$ cat src/rtl/cnn_pkg.sv
// Shared CNN layer definitions: feature-map writer states and width helper.
package cnn_pkg;

    typedef enum logic [1:0] {
        IDLE = 2'd0,
        RUN  = 2'd1,
        DONE = 2'd2
    } fmap_state_t;

    // $clog2 that never returns zero, so single-value ranges still get a 1-bit port.
    function automatic int unsigned clog2_min1(input int unsigned n);
        return (n <= 1) ? 1 : $clog2(n);
    endfunction

endpackage

$ cat src/rtl/wrap_counter.sv
// Modulo-(MAX+1) counter with synchronous clear and a wrap strobe for carry chaining.
module wrap_counter
    import cnn_pkg::*;
#(
    parameter  int unsigned MAX = 1,
    localparam int unsigned W   = clog2_min1(MAX + 1)
) (
    input  logic         clk,
    input  logic         reset_n,
    input  logic         clr,
    input  logic         inc,
    output logic [W-1:0] q,
    output logic         wrap
);

    assign wrap = inc && (q == W'(MAX));

    always_ff @(posedge clk or negedge reset_n) begin
        if (!reset_n) begin
            q <= '0;
        end else if (clr) begin
            q <= '0;
        end else if (inc) begin
            q <= wrap ? '0 : q + W'(1);
        end
    end

endmodule

$ cat src/rtl/fmap_mem_write.sv
// Output feature-map write addresser: walks col/row/chan on each accepted pixel
// and maps the position to a channel-major or channel-interleaved RAM address.
module fmap_mem_write
    import cnn_pkg::*;
#(
    parameter  int unsigned CHANNELS   = 1,
    parameter  int unsigned DIM        = 4,
    parameter  int unsigned INTERLEAVE = 0,
    parameter  int unsigned ADDR_W     = $clog2(CHANNELS * DIM * DIM),
    localparam int unsigned CW         = clog2_min1(CHANNELS),
    localparam int unsigned RW         = $clog2(DIM)
) (
    input  logic              clk,
    input  logic              reset_n,
    input  logic              start,
    input  logic              clear,
    input  logic              in_valid,
    output logic              in_ready,
    output logic              wr_en,
    output logic [ADDR_W-1:0] wr_addr,
    output logic [CW-1:0]     chan,
    output logic [RW-1:0]     row,
    output logic [RW-1:0]     col,
    output logic              busy,
    output logic              done
);

    fmap_state_t state, state_nxt;
    logic        cnt_clr;
    logic        col_wrap, row_wrap, chan_wrap;
    logic [ADDR_W-1:0] pix;

    always_ff @(posedge clk or negedge reset_n) begin
        if (!reset_n) begin
            state <= IDLE;
        end else begin
            state <= state_nxt;
        end
    end

    // Next state and handshake; chan_wrap marks the final pixel of the pass.
    always_comb begin
        state_nxt = state;
        cnt_clr   = 1'b0;
        in_ready  = (state == RUN);
        busy      = (state == RUN);
        done      = (state == DONE);
        wr_en     = in_valid && (state == RUN);
        if (clear) begin
            state_nxt = IDLE;
            cnt_clr   = 1'b1;
        end else begin
            case (state)
                IDLE: if (start) begin
                    state_nxt = RUN;
                    cnt_clr   = 1'b1;
                end
                RUN:  if (chan_wrap) state_nxt = DONE;
                DONE: if (start) begin
                    state_nxt = RUN;
                    cnt_clr   = 1'b1;
                end
                default: state_nxt = IDLE;
            endcase
        end
    end

    wrap_counter #(.MAX(DIM - 1)) u_col (
        .clk(clk), .reset_n(reset_n), .clr(cnt_clr), .inc(wr_en),
        .q(col), .wrap(col_wrap)
    );

    wrap_counter #(.MAX(DIM - 1)) u_row (
        .clk(clk), .reset_n(reset_n), .clr(cnt_clr), .inc(col_wrap),
        .q(row), .wrap(row_wrap)
    );

    wrap_counter #(.MAX(CHANNELS - 1)) u_chan (
        .clk(clk), .reset_n(reset_n), .clr(cnt_clr), .inc(row_wrap),
        .q(chan), .wrap(chan_wrap)
    );

    always_comb begin
        pix = ADDR_W'(row) * ADDR_W'(DIM) + ADDR_W'(col);
        if (INTERLEAVE == 0) begin
            wr_addr = ADDR_W'(chan) * ADDR_W'(DIM * DIM) + pix;
        end else begin
            wr_addr = pix * ADDR_W'(CHANNELS) + ADDR_W'(chan);
        end
    end

endmodule

$ cat config.mk
export PLATFORM = sky130hd
export DESIGN_NAME = fmap_mem_write
export DESIGN_NICKNAME = d
export VERILOG_FILES = /design/src/rtl/cnn_pkg.sv /design/src/rtl/wrap_counter.sv /design/src/rtl/fmap_mem_write.sv
export SDC_FILE = /design/constraint.sdc
export NUM_CORES = 1
export LEC_CHECK = 0
export BUFFER_PORTS_ARGS = -buffer_cell sky130_fd_sc_hd__buf_2
export CORE_AREA = 2 2 39 41
export CTS_CLUSTER_SIZE = 30
export DETAILED_ROUTE_END_ITERATION = 8
export DIE_AREA = 0 0 41 43
export REMOVE_ABC_BUFFERS = 1
export SLEW_MARGIN = 20
export SYNTH_ARGS = -nofsm -noshare
export SYNTH_HDL_FRONTEND = slang
export SYNTH_SLANG_ARGS = --single-unit
$ cat constraint.sdc
create_clock -name clk -period 4 [get_ports clk]
set_input_delay 0.8 -clock clk [delete_from_list [all_inputs] [get_ports clk]]
set_output_delay 0.8 -clock clk [all_outputs]
set_load 0.03 [all_outputs]
# ---- Yosys cells after proc, flatten, opt, wreduce, memory -nomap -nowiden
# Index checks and enable logic that the tools add are counted.
# Widths: inputs -> output; s select.
dict set report totals {
  reg_bits 7
  inputBits 5
  wordCells 41
}
dict set report op_classes {
  addsub 4
  n_eq_ne 6
  n_mux 16
  n_bitwise 1
  reduce_logical 10
}
# cell n
set ops {}
lappend ops {{$mux 2} 9}
lappend ops {{$eq 2x2->1 const B} 3}
lappend ops {{$mux 1} 6}
lappend ops {{$reduce_bool 2->1} 3}
lappend ops {{$add 2x1->2 const B} 2}
lappend ops {{$add 4x2->4} 1}
lappend ops {{$logic_and 1x1->1} 4}
lappend ops {{$pmux 2 s2} 1}
lappend ops {{$ne 3x1->1 const B} 1}
lappend ops {{$ne 3x2->1 const B} 1}
lappend ops {{$eq 2x1->1 const B} 1}
lappend ops {{$logic_not 2->1} 1}
lappend ops {{$reduce_and 2->1} 1}
lappend ops {{$reduce_or 2->1} 1}
lappend ops {{$add 1x1->1 const B} 1}
lappend ops {{$not 1->1} 1}

# ---- Longest topological paths before layout
# Gate-level depths: netlist (run 1).
dict set report logic_depth {
  word_depth 8
  mapped_depth 4
}

# ---- By module
# A second synthesis (run 1) with hierarchy kept.
dict set report hier_totals {
  cells_unflattened 38
  hier_area_um2 409.1
}
# mod n_inst cells_each area_each_um2
set modules_own_cells {}
lappend modules_own_cells {{wrap_counter at u_col ...} 2 9 106.4}
lappend modules_own_cells {fmap_mem_write 1 17 150.1}
lappend modules_own_cells {{wrap_counter at u_chan} 1 3 46.3}

# ---- Worst setup path after synthesis (run 1)
# OpenSTA, ideal clock, no wires.
dict set report synth_path {
  path_type {reg2out}
  start {register state[0]}
  end {output port in_ready}
  arrival_ns 1.263
  t_required_ns 3.200
  slack_ns 1.937
  path_stages_with_launch 3
  path_buffers 1
  path_cell_list {dfrtp_1 nor2b_1 buf_4}
}
dict set report synth_between {
  elab_chain_len 1
}
# item line
set synth_rtl {}
lappend synth_rtl {{start: declaration} fmap_mem_write.sv:28} ;# fmap_state_t state, state_nxt;
lappend synth_rtl {{start signal: assignment} fmap_mem_write.sv:37} ;# state <= state_nxt;
lappend synth_rtl {{$eq 2x1->1} --}
lappend synth_rtl {{end: declaration} fmap_mem_write.sv:18} ;# output logic in_ready,
# Every way passes these cells.

# ---- Final worst setup path (run 1)
dict set report layout_path {
  start {input port in_valid}
  end {output port wr_en}
}
dict set report layout_between {
  elab_chain_len 1
}
# item line
set layout_rtl {}
lappend layout_rtl {{start: declaration} fmap_mem_write.sv:17} ;# input logic in_valid,
lappend layout_rtl {{$logic_and 1x1->1} fmap_mem_write.sv:48} ;# wr_en = in_valid && (state == RUN);
lappend layout_rtl {{end: declaration} fmap_mem_write.sv:19} ;# output logic wr_en,
# Every way passes these cells.

==> results_dict.tcl, run 1 <==
set metrics [dict create \
    outcome "finished, final reports clean" \
    via_per_inst 4.82 \
    worstSetupPathType "primary input to output port" \
    io_pins 18 \
    period_share 0.529 \
    vias 352 \
    ff_latch_area_sq_um 175 \
    overflow 0 \
    r2r_slack_ns 2.58 \
    syn_to_final_growth_pct 21.7 \
    cp-end-kind "output port" \
    htreeDepth 1 \
    slew_violations 0 \
    clock-sinks 7 \
    setup_violations 0 \
    ir_worst_vdd_mv 0.118 \
    synth.yosys.warnings 0 \
    cts_hold_buf 0 \
    io_buffers 17 \
    ys_ff_latch 7 \
    drive_above_1_share 0.404 \
    die_h_um 43 \
    dieArea_sq_mm 0.00176 \
    ys_top_cells_by_area "dfrtp_1, buf_4, ha_1" \
    postCtsSetupBuffers 0 \
    arrival_ns 1.32 \
    tns_ns 0 \
    power_uw 157 \
    drtIter0Drc 3 \
    yosys.area.top_type_share 0.422 \
    rows 14 \
    dr.pass1.iters 4 \
    cts_root_buf "clkbuf_4" \
    slew_headroom 0.811 \
    core_sq_mm 0.00138 \
    gp_congestion 0.663 \
    grt_max_degree 8 \
    first_global_vias 315 \
    rsz0062_at_grt "false" \
    yosysMostFrequentCell "dfrtp_1" \
    worstMarginPinSlew_ns 0.283 \
    synthTopCellsByCount "dfrtp_1, buf_4, a21oi_1" \
    start_util 0.300 \
    critPathRequiredTime_ns 3.20 \
    fin_nets 65 \
    grtUsageTotal 0.116 \
    num_antenna_cells 0 \
    clock_path_buffers 2 \
    synthFlopType "dfrtp_1" \
    cts_buffers 3 \
    yosys.area.top_type "dfrtp_1" \
    yosys.cell_types.count 20 \
    powerDensity_mw_per_mm2 310 \
    crit_fanout 4 \
    antenna_found_initial 0 \
    p_leak_nw 0.292 \
    hp-class "primary input to async pin" \
    fin_skew_ns 0.00245 \
    synth_edf_count 0 \
    max_freq_mhz 472 \
    cts_tree "built" \
    grt_pass1_wl_um 1290 \
    setup_ws_ns 1.88 \
    maxCapViolCount 0 \
    dpl_worst_slack_ns 1.88 \
    rr_endpoint "state[1]" \
    async_flop_share 1.00 \
    wl_per_cell_um 10.6 \
    syn-instance-count 42 \
    crit_path_start_kind "primary input" \
    ant_nets 0 \
    rr_startpoint "u_col.q[0]" \
    syn-cell-area_sq_um 415 \
    n_fill_cell 156 \
    multiInputGateArea_sq_um 188 \
    seq_area_frac_synth 0.422 \
    r2r_cells 4 \
    wl_um 774 \
    period_needed_ns 2.12 \
    syn_avg_cell_area_sq_um 9.89 \
    route.detailed.drc 0 \
    post_cts_resize_count 0 \
    dp_cells 69 \
    clock_latency_ns 0.25 \
    dp_hpwl_um 630 \
    layout.cells.non_filler 73 \
    hold_violations 0 \
    chipWidth_um 41 \
    clkTransAtPathRegs_ns 0.05 \
]
==> cells in the final DEF, fill, tap and decap left out <==
cell      netlist  routed
or3_1           2       2
nor3b_1         1       1
a21oi_1         4       4
clkbuf_4        0       3
buf_2           0      17
clkbuf_1        1       1
nand3_1         1       1
ha_1            2       2
a21oi_2         1       1
nand2_1         3       3
nor2b_1         2       2
nand2b_1        1       1
or4_4           1       1
nand3b_1        1       1
or2_1           1       1
dfrtp_1         7       7
nand4b_4        1       1
nand4b_1        1       1
inv_1           3       3
nor2_1          3       3
mux2i_1         1       1
==> cells by family (layout without fill, tap and decap cells) <==
logic type / count (synthesis) / in the layout / share of synthesized area
flops: 7 / 7 / 0.422
mux: 1 / 1 / 0.0241
simple gates: 18 / 18 / 0.298
fa+ha+maj: 2 / 2 / 0.0602
compound gates: 5 / 5 / 0.0693
buf+inv: 9 / 24 / 0.127
==> final cells by class <==
cell class              count  share of cell area
clock buffers               4              0.0520
multi-input cells          26               0.371
repair buffers             17               0.168
inverters                   3              0.0223
flip-flops and latches      7               0.347
well taps                  16              0.0396
==> layer usage <==
metal | global-route usage | routed length, um
met5 | 0 | 0
met2 | 0.184 | 382
met4 | 0.0600 | 0
met3 | 0.0785 | 76
met1 | 0.104 | 315
==> registers in the layout, summed over array words and instances (netlist names) <==
register	cells
state	2
u_col.q	2
u_row.q	2
u_chan.q	1
==> worst max-delay path by stage <==
| stage | start | endpoint | slack [ns] | cells past startpoint |
|---|---|---|---|---|
| CTS | in_valid | wr_en | 1.88 | 4 |
| global placement | in_valid | wr_en | 1.89 | 4 |
| global route | state[0] | in_ready | 1.83 | 2 |
| detailed placement | in_valid | wr_en | 1.88 | 4 |
| finish | in_valid | wr_en | 1.88 | 4 |
| floorplan | state[0] | busy | 1.87 | 1 |
==> through the flow <==
step	utilization	area (sq um)	hold WS [ns]
floorplan	-	374	0.504
global placement	0.346	479	0.562
detailed placement	0.346	479	0.569
CTS	0.365	505	0.372
global route	0.365	505	0.364
finish	0.365	505	0.378
==> power by group <==
group / switching (mW) / internal (mW) / leakage (nW)
clock network: 0.0249 / 0.0380 / 0.0150
logic: 0.0140 / 0.00606 / 0.181
registers: 0.00179 / 0.0722 / 0.0965
==> critical path, stage by stage <==
cell and delay, ns:
buf_2 0.13, nand3b_1 0.13, inv_1 0.07, buf_2 0.19
Power figures use the tool's default switching activity.
==> run 2, diff against run 1 <==
--- a/config.mk
+++ b/config.mk
@@ -5,6 +5,7 @@
 export SDC_FILE = /design/constraint.sdc
 export NUM_CORES = 1
 export LEC_CHECK = 0
+export ABC_AREA = 1
 export BUFFER_PORTS_ARGS = -buffer_cell sky130_fd_sc_hd__buf_2
 export CORE_AREA = 2 2 39 41
 export CTS_CLUSTER_SIZE = 30
==> constraint.sdc (replaced) <==
create_clock -name clk -period 1.9 [get_ports clk]
set_input_delay 0.38 -clock clk [delete_from_list [all_inputs] [get_ports clk]]
set_output_delay 0.38 -clock clk [all_outputs]
set_load 0.03 [all_outputs]
==> run 2 against run 1 <==
Compared with the run above: critical path depth unchanged; register-to-register slack got worse by 1.8 ns; non-clock buffer count increased by 1; via count increased by 4.0%; design area increased by 7.2%; cell count increased by 18%; utilization increased by 2.6 points; clock power increased by 110%; sequential power increased by 110%; sequential share of layout area decreased by 2.3 points; clock-buffer cell count unchanged; total power increased by 130%; largest cell class unchanged; largest power group unchanged.
==> results_dict.tcl, run 2 <==
set metrics [dict create \
    seq_area_frac_synth 0.400 \
    n_fill_cell 138 \
    io_buffers 17 \
    arrival_ns 1.18 \
    crit_path_start_kind "flop" \
    synth_top_family_by_area "simple AND/OR/NAND/NOR gates" \
    fin_nets 78 \
    synthMuxAreaShare 0 \
    syn-instance-count 53 \
    hp-class "primary input to flop" \
    dp_hpwl_um 624 \
    grt_max_degree 8 \
    multiInputGateArea_sq_um 184 \
    clkTransAtPathRegs_ns 0.05 \
    clock-sinks 7 \
    final_util 0.392 \
    critPathRequiredTime_ns 1.52 \
    power_uw 368 \
    maxCapViolCount 0 \
    num_antenna_cells 0 \
    syn_avg_cell_area_sq_um 8.26 \
    drive_above_1_share 0.400 \
    die_h_um 43 \
    hold_violations 0 \
    synthTopCellsByCount "inv_1, nand2_1, dfrtp_1" \
    worstMarginPinSlew_ns 0.195 \
    htreeDepth 1 \
    postCtsSetupBuffers 0 \
    slew_headroom 0.869 \
    synth_edf_count 0 \
    critical-path-top-delay-family "buffers and inverters" \
    rsz0062_at_grt "false" \
    chipWidth_um 41 \
    first_global_vias 351 \
    cp_cell_sequence "inv_1 -> nand3_2 -> inv_1 -> buf_2" \
    cts_root_buf "clkbuf_4" \
    ff_latch_area_sq_um 175 \
    gp_congestion 0.719 \
    syn-cell-area_sq_um 438 \
    layout_commonest_cell "buf_2" \
    fin_skew_ns 0.00146 \
    wl_um 808 \
    slew_violations 0 \
    yosys.cell_types.count 17 \
    dr.pass1.iters 4 \
    dieArea_sq_mm 0.00176 \
    tns_ns 0 \
    dp_cells 81 \
    clock_latency_ns 0.25 \
    max_freq_mhz 640 \
    rows 14 \
    p_leak_nw 0.313 \
    cp-end-kind "output port" \
    antenna_found_initial 0 \
    period_needed_ns 1.56 \
    yosysMostFrequentCell "inv_1" \
    via_per_inst 4.26 \
    layout.cells.non_filler 86 \
    ant_nets 0 \
    crit_fanout 4 \
    drtIter0Drc 1 \
    clock_path_buffers 2 \
    ir_worst_vdd_mv 0.250 \
    top_regs "state x2, u_col.q x2, u_row.q x2" \
    synthAdderAreaFrac 0.0571 \
    synthFlopType "dfrtp_1" \
    cp_slowest_cell "dfrtp_1" \
    async_flop_share 1.00 \
    grt_pass1_wl_um 1310 \
    ys_top_cells_by_area "dfrtp_1, buf_4, inv_1" \
    vias 366 \
    io_pins 18 \
    setup_violations 0 \
    slowest_delay_ns 0.38 \
    yosys.area.top_type "dfrtp_1" \
    final_cell_mix "buf_2, inv_1, nand2_1, dfrtp_1" \
    syn_to_final_growth_pct 23.7 \
    crit_path_frequent_cell "inv_1" \
    powerDensity_mw_per_mm2 680 \
    outcome "finished, final reports clean" \
    core_sq_mm 0.00138 \
    critPathBufInv 3 \
    synthSimpleGateAreaFrac 0.271 \
    yosys.area.top_type_share 0.400 \
    synth.yosys.warnings 0 \
    start_util 0.316 \
    wl_per_cell_um 9.40 \
    route.detailed.drc 0 \
    overflow 0 \
    hold_slack_ns 0.434 \
    synth_compound_gate_area_share 0.0914 \
    worstSetupPathType "flop to output port" \
    grtUsageTotal 0.114 \
    ys_ff_latch 7 \
    synth_xor_area_frac 0 \
    period_share 0.823 \
    cts_tree "built" \
    cts_buffers 3 \
]
run 2: worst register-to-register path: stages, from the launching register on:
cell     delay [ns]
dfrtp_1        0.42
ha_1           0.21
inv_1          0.11
nor2_4         0.07
nand2_1        0.06
nand2_1        0.06
a21oi_1        0.13
run 2: worst paths after layout:
check	slack, ns	end	from	depth (start not counted)
setup / recovery	0.34	wr_en	state[1]	4
hold / removal	0.43	u_col.q[1]	clear	4
setup reg to reg	0.77	u_row.q[0]	u_col.q[0]	6
hold reg to reg	0.53	u_chan.q	u_chan.q	2
max in group asynchronous	1.26	state[1]	reset_n	2
min in group asynchronous	0.48	u_row.q[1]	reset_n	2
run 2: where the power goes:
part / internal (mW) / total (mW) / switching (mW)
sequential: 0.154 / 0.159 / 0.00485
clock: 0.0801 / 0.134 / 0.0541
combinational: 0.0223 / 0.0753 / 0.0530
run 2: stage by stage:
step | setup slack [ns] | area (sq um)
2_1_floorplan | 0.470 | 400
3_3_place_gp | 0.613 | 505
3_5_place_dp | 0.604 | 505
4_1_cts | 0.328 | 542
5_1_grt | 0.266 | 542
6_report | 0.337 | 542
run 2: per-layer routing:
metal,vias to the layer above,wire length [um],GRT usage
met2,13,349,0.181
li1,192,-,-
met5,-,0,0
met4,0,19,0.100
met3,2,56,0.0157
met1,159,383,0.123
run 2: cells by family (layout without fill, tap and decap cells):
logic type      count (synthesis)  in the layout
simple gates                   23             23
buf+inv                        16             33
flops                           7              7
compound gates                  5              5
fa+ha+maj                       2              2
run 2: final cells by class:
class                      instances  share of cell area
clock buffer                       4              0.0485
timing repair buffer              18               0.176
tap                               16              0.0370
sequential                         7               0.323
multi-input combinational         30               0.339
inverter                          11              0.0762
run 2: timing repair:
action | CTS | global route
endpoints found under the hold margin | 7 | 0
resized for setup | 0 | 0
hold buffers | 1 | 0
endpoints found under the setup margin | 0 | 0
==> run 3, diff against run 2 <==
==> constraint.sdc (replaced) <==
create_clock -name clk -period 1.4 [get_ports clk]
set_input_delay 0.28 -clock clk [delete_from_list [all_inputs] [get_ports clk]]
set_output_delay 0.28 -clock clk [all_outputs]
set_load 0.03 [all_outputs]
==> run 3 against run 2 <==
Compared with the run above: combinational power up 57%; sequential power up 36%; worst hold slack worse by 0.098 ns; design area up 6.2%; critical path type unchanged; critical endpoint unchanged; largest cell class unchanged; highest routed layer unchanged.
==> results_dict.tcl, run 3 (same netlist as run 2, synthesis figures left out) <==
set metrics [dict create \
    outcome "finished, final reports clean" \
    cp-end-kind "output port" \
    critical-path-top-delay-family "flip-flops" \
    crit_fanout 4 \
    slew_headroom 0.875 \
    layout_commonest_cell "buf_2" \
    p_sw_uw 160 \
    via_per_inst 4.28 \
    rows 14 \
    wl_per_cell_um 9.41 \
    internal_power_uw 360 \
    power_uw 520 \
    vias 372 \
    rsz0062_at_grt "true" \
    ant_nets 0 \
    dp_cells 81 \
    dieArea_sq_mm 0.00176 \
    antenna_found_initial 0 \
    hp-class "primary input to flop" \
    dr.pass1.iters 3 \
    syn_to_final_growth_pct 31.4 \
    top_regs "state x2, u_col.q x2, u_row.q x2" \
    maxCapViolCount 0 \
    die_h_um 43 \
    hold_slack_ns 0.336 \
    wl_um 819 \
    rr_endpoint "u_row.q[0]" \
    clock-sinks 7 \
    final_area_sq_um 576 \
    slew_violations 0 \
    setup_violations 0 \
    grt_max_degree 8 \
    critPathBufInv 3 \
    final_util 0.416 \
    crit_path_frequent_cell "inv_2" \
    io_buffers 17 \
    gp_congestion 0.731 \
    cts_buffers 3 \
    num_antenna_cells 0 \
    start_util 0.316 \
    critPathRequiredTime_ns 1.12 \
    cp_cell_sequence "inv_2 -> nand3_4 -> inv_2 -> buf_6" \
    min_to "state[0]" \
    p_sw_frac 0.308 \
    clock_path_buffers 2 \
    overflow 0 \
    slowest_delay_ns 0.41 \
    dpl_worst_slack_ns 0.198 \
    multiInputGateArea_sq_um 196 \
    first_global_vias 345 \
    pwr-share-clk 0.358 \
    r2r_slack_ns 0.30 \
    ff_latch_area_sq_um 175 \
    drive_above_1_share 0.437 \
    p_leak_nw 0.320 \
    worstMarginPinSlew_ns 0.187 \
    cts_tree "built" \
    layout.cells.non_filler 87 \
    core_sq_mm 0.00138 \
    clkTransAtPathRegs_ns 0.05 \
    grtUsageTotal 0.131 \
    fin_nets 79 \
    hold_start "start" \
    cp_slowest_cell "dfrtp_1" \
    hold_violations 0 \
    grt_pass1_wl_um 1460 \
    drtIter0Drc 7 \
    placed_area_sq_um 505 \
    min_path_cells 3 \
    arrival_ns 1.08 \
    rr_startpoint "u_col.q[0]" \
    period_needed_ns 1.36 \
    clock_latency_ns 0.25 \
    worstSetupPathType "flop to output port" \
    route.detailed.drc 0 \
    crit_path_start_kind "flop" \
    htreeDepth 1 \
    period_share 0.972 \
    io_pins 18 \
    comb_power_share 0.226 \
    dp_hpwl_um 612 \
    chipWidth_um 41 \
    fin_skew_ns 0.000146 \
    setup_ws_ns 0.0397 \
    max_freq_mhz 735 \
    powerDensity_mw_per_mm2 904 \
    r2r_cells 6 \
    tns_ns 0 \
    final_cell_mix "buf_2, nand2_1, inv_1, dfrtp_1" \
    cts_root_buf "clkbuf_4" \
    p_seq_frac 0.416 \
    n_fill_cell 140 \
    ir_worst_vdd_mv 0.429 \
]
==> run 3: cell count changes in the layout (fill, tap and decap cells not counted) <==
| cell | change |
|---|---|
| buf_2 | -4 |
| buf_4 | +4 |
| inv_1 | -2 |
| inv_2 | +2 |
| buf_6 | +1 |
| nand3_2 | -1 |
| nand3_4 | +1 |
| nor2_2 | -1 |
| nor2_4 | +1 |
==> run 3: repair_timing <==
| item | in CTS | in global routing |
|---|---|---|
| setup buffers | 0 | 1 |
| hold buffers | 1 | 0 |
| setup endpoints to repair | 1 | 3 |
| cloned | 0 | 0 |
| endpoints found under the hold margin | 7 | 0 |
| resized for setup | 3 | 9 |
==> run 3: layout make-up <==
| class | instances | share of cell area |
|---|---|---|
| Inverter | 11 | 0.0717 |
| Timing Repair Buffer | 19 | 0.202 |
| Multi-Input combinational cell | 30 | 0.341 |
| Sequential cell | 7 | 0.304 |
| Tap cell | 16 | 0.0348 |
| Clock buffer | 4 | 0.0457 |
==> run 3: layer usage <==
metal	track usage	part of all wire
met1	0.163	0.45
met2	0.175	0.46
met3	0.0314	0.067
met4	0.120	0.023
met5	0	0
==> run 3: worst max-delay path by stage <==
stage / endpoint / cells after the start / from / slack [ns]
6_report: wr_en / 4 / state[1] / 0.04
5_1_grt: wr_en / 4 / state[1] / -0.03
4_1_cts: busy / 3 / state[0] / -0.0004
3_5_place_dp: wr_en / 4 / state[1] / 0.20
3_3_place_gp: wr_en / 4 / state[1] / 0.23
2_1_floorplan: u_row.q[0] / 6 / u_col.q[0] / -0.03
==> run 3: worst reg2reg max path, stage by stage (launching register included) <==
cell and delay (ns):
dfrtp_1 0.42, ha_1 0.21, inv_1 0.10, nor2_4 0.07
inv_1 0.06, nand2_1 0.05, a21oi_1 0.12
==> run 3: power groups by stage <==
stage | sequential (mW) | clock [mW] | combinational, mW
after floorplan | 0.231 | 0 | 0.0563
after global placement | 0.219 | 0 | 0.101
after detailed placement | 0.219 | 0 | 0.101
after CTS | 0.216 | 0.195 | 0.107
after global routing | 0.217 | 0.206 | 0.132
final | 0.216 | 0.186 | 0.118
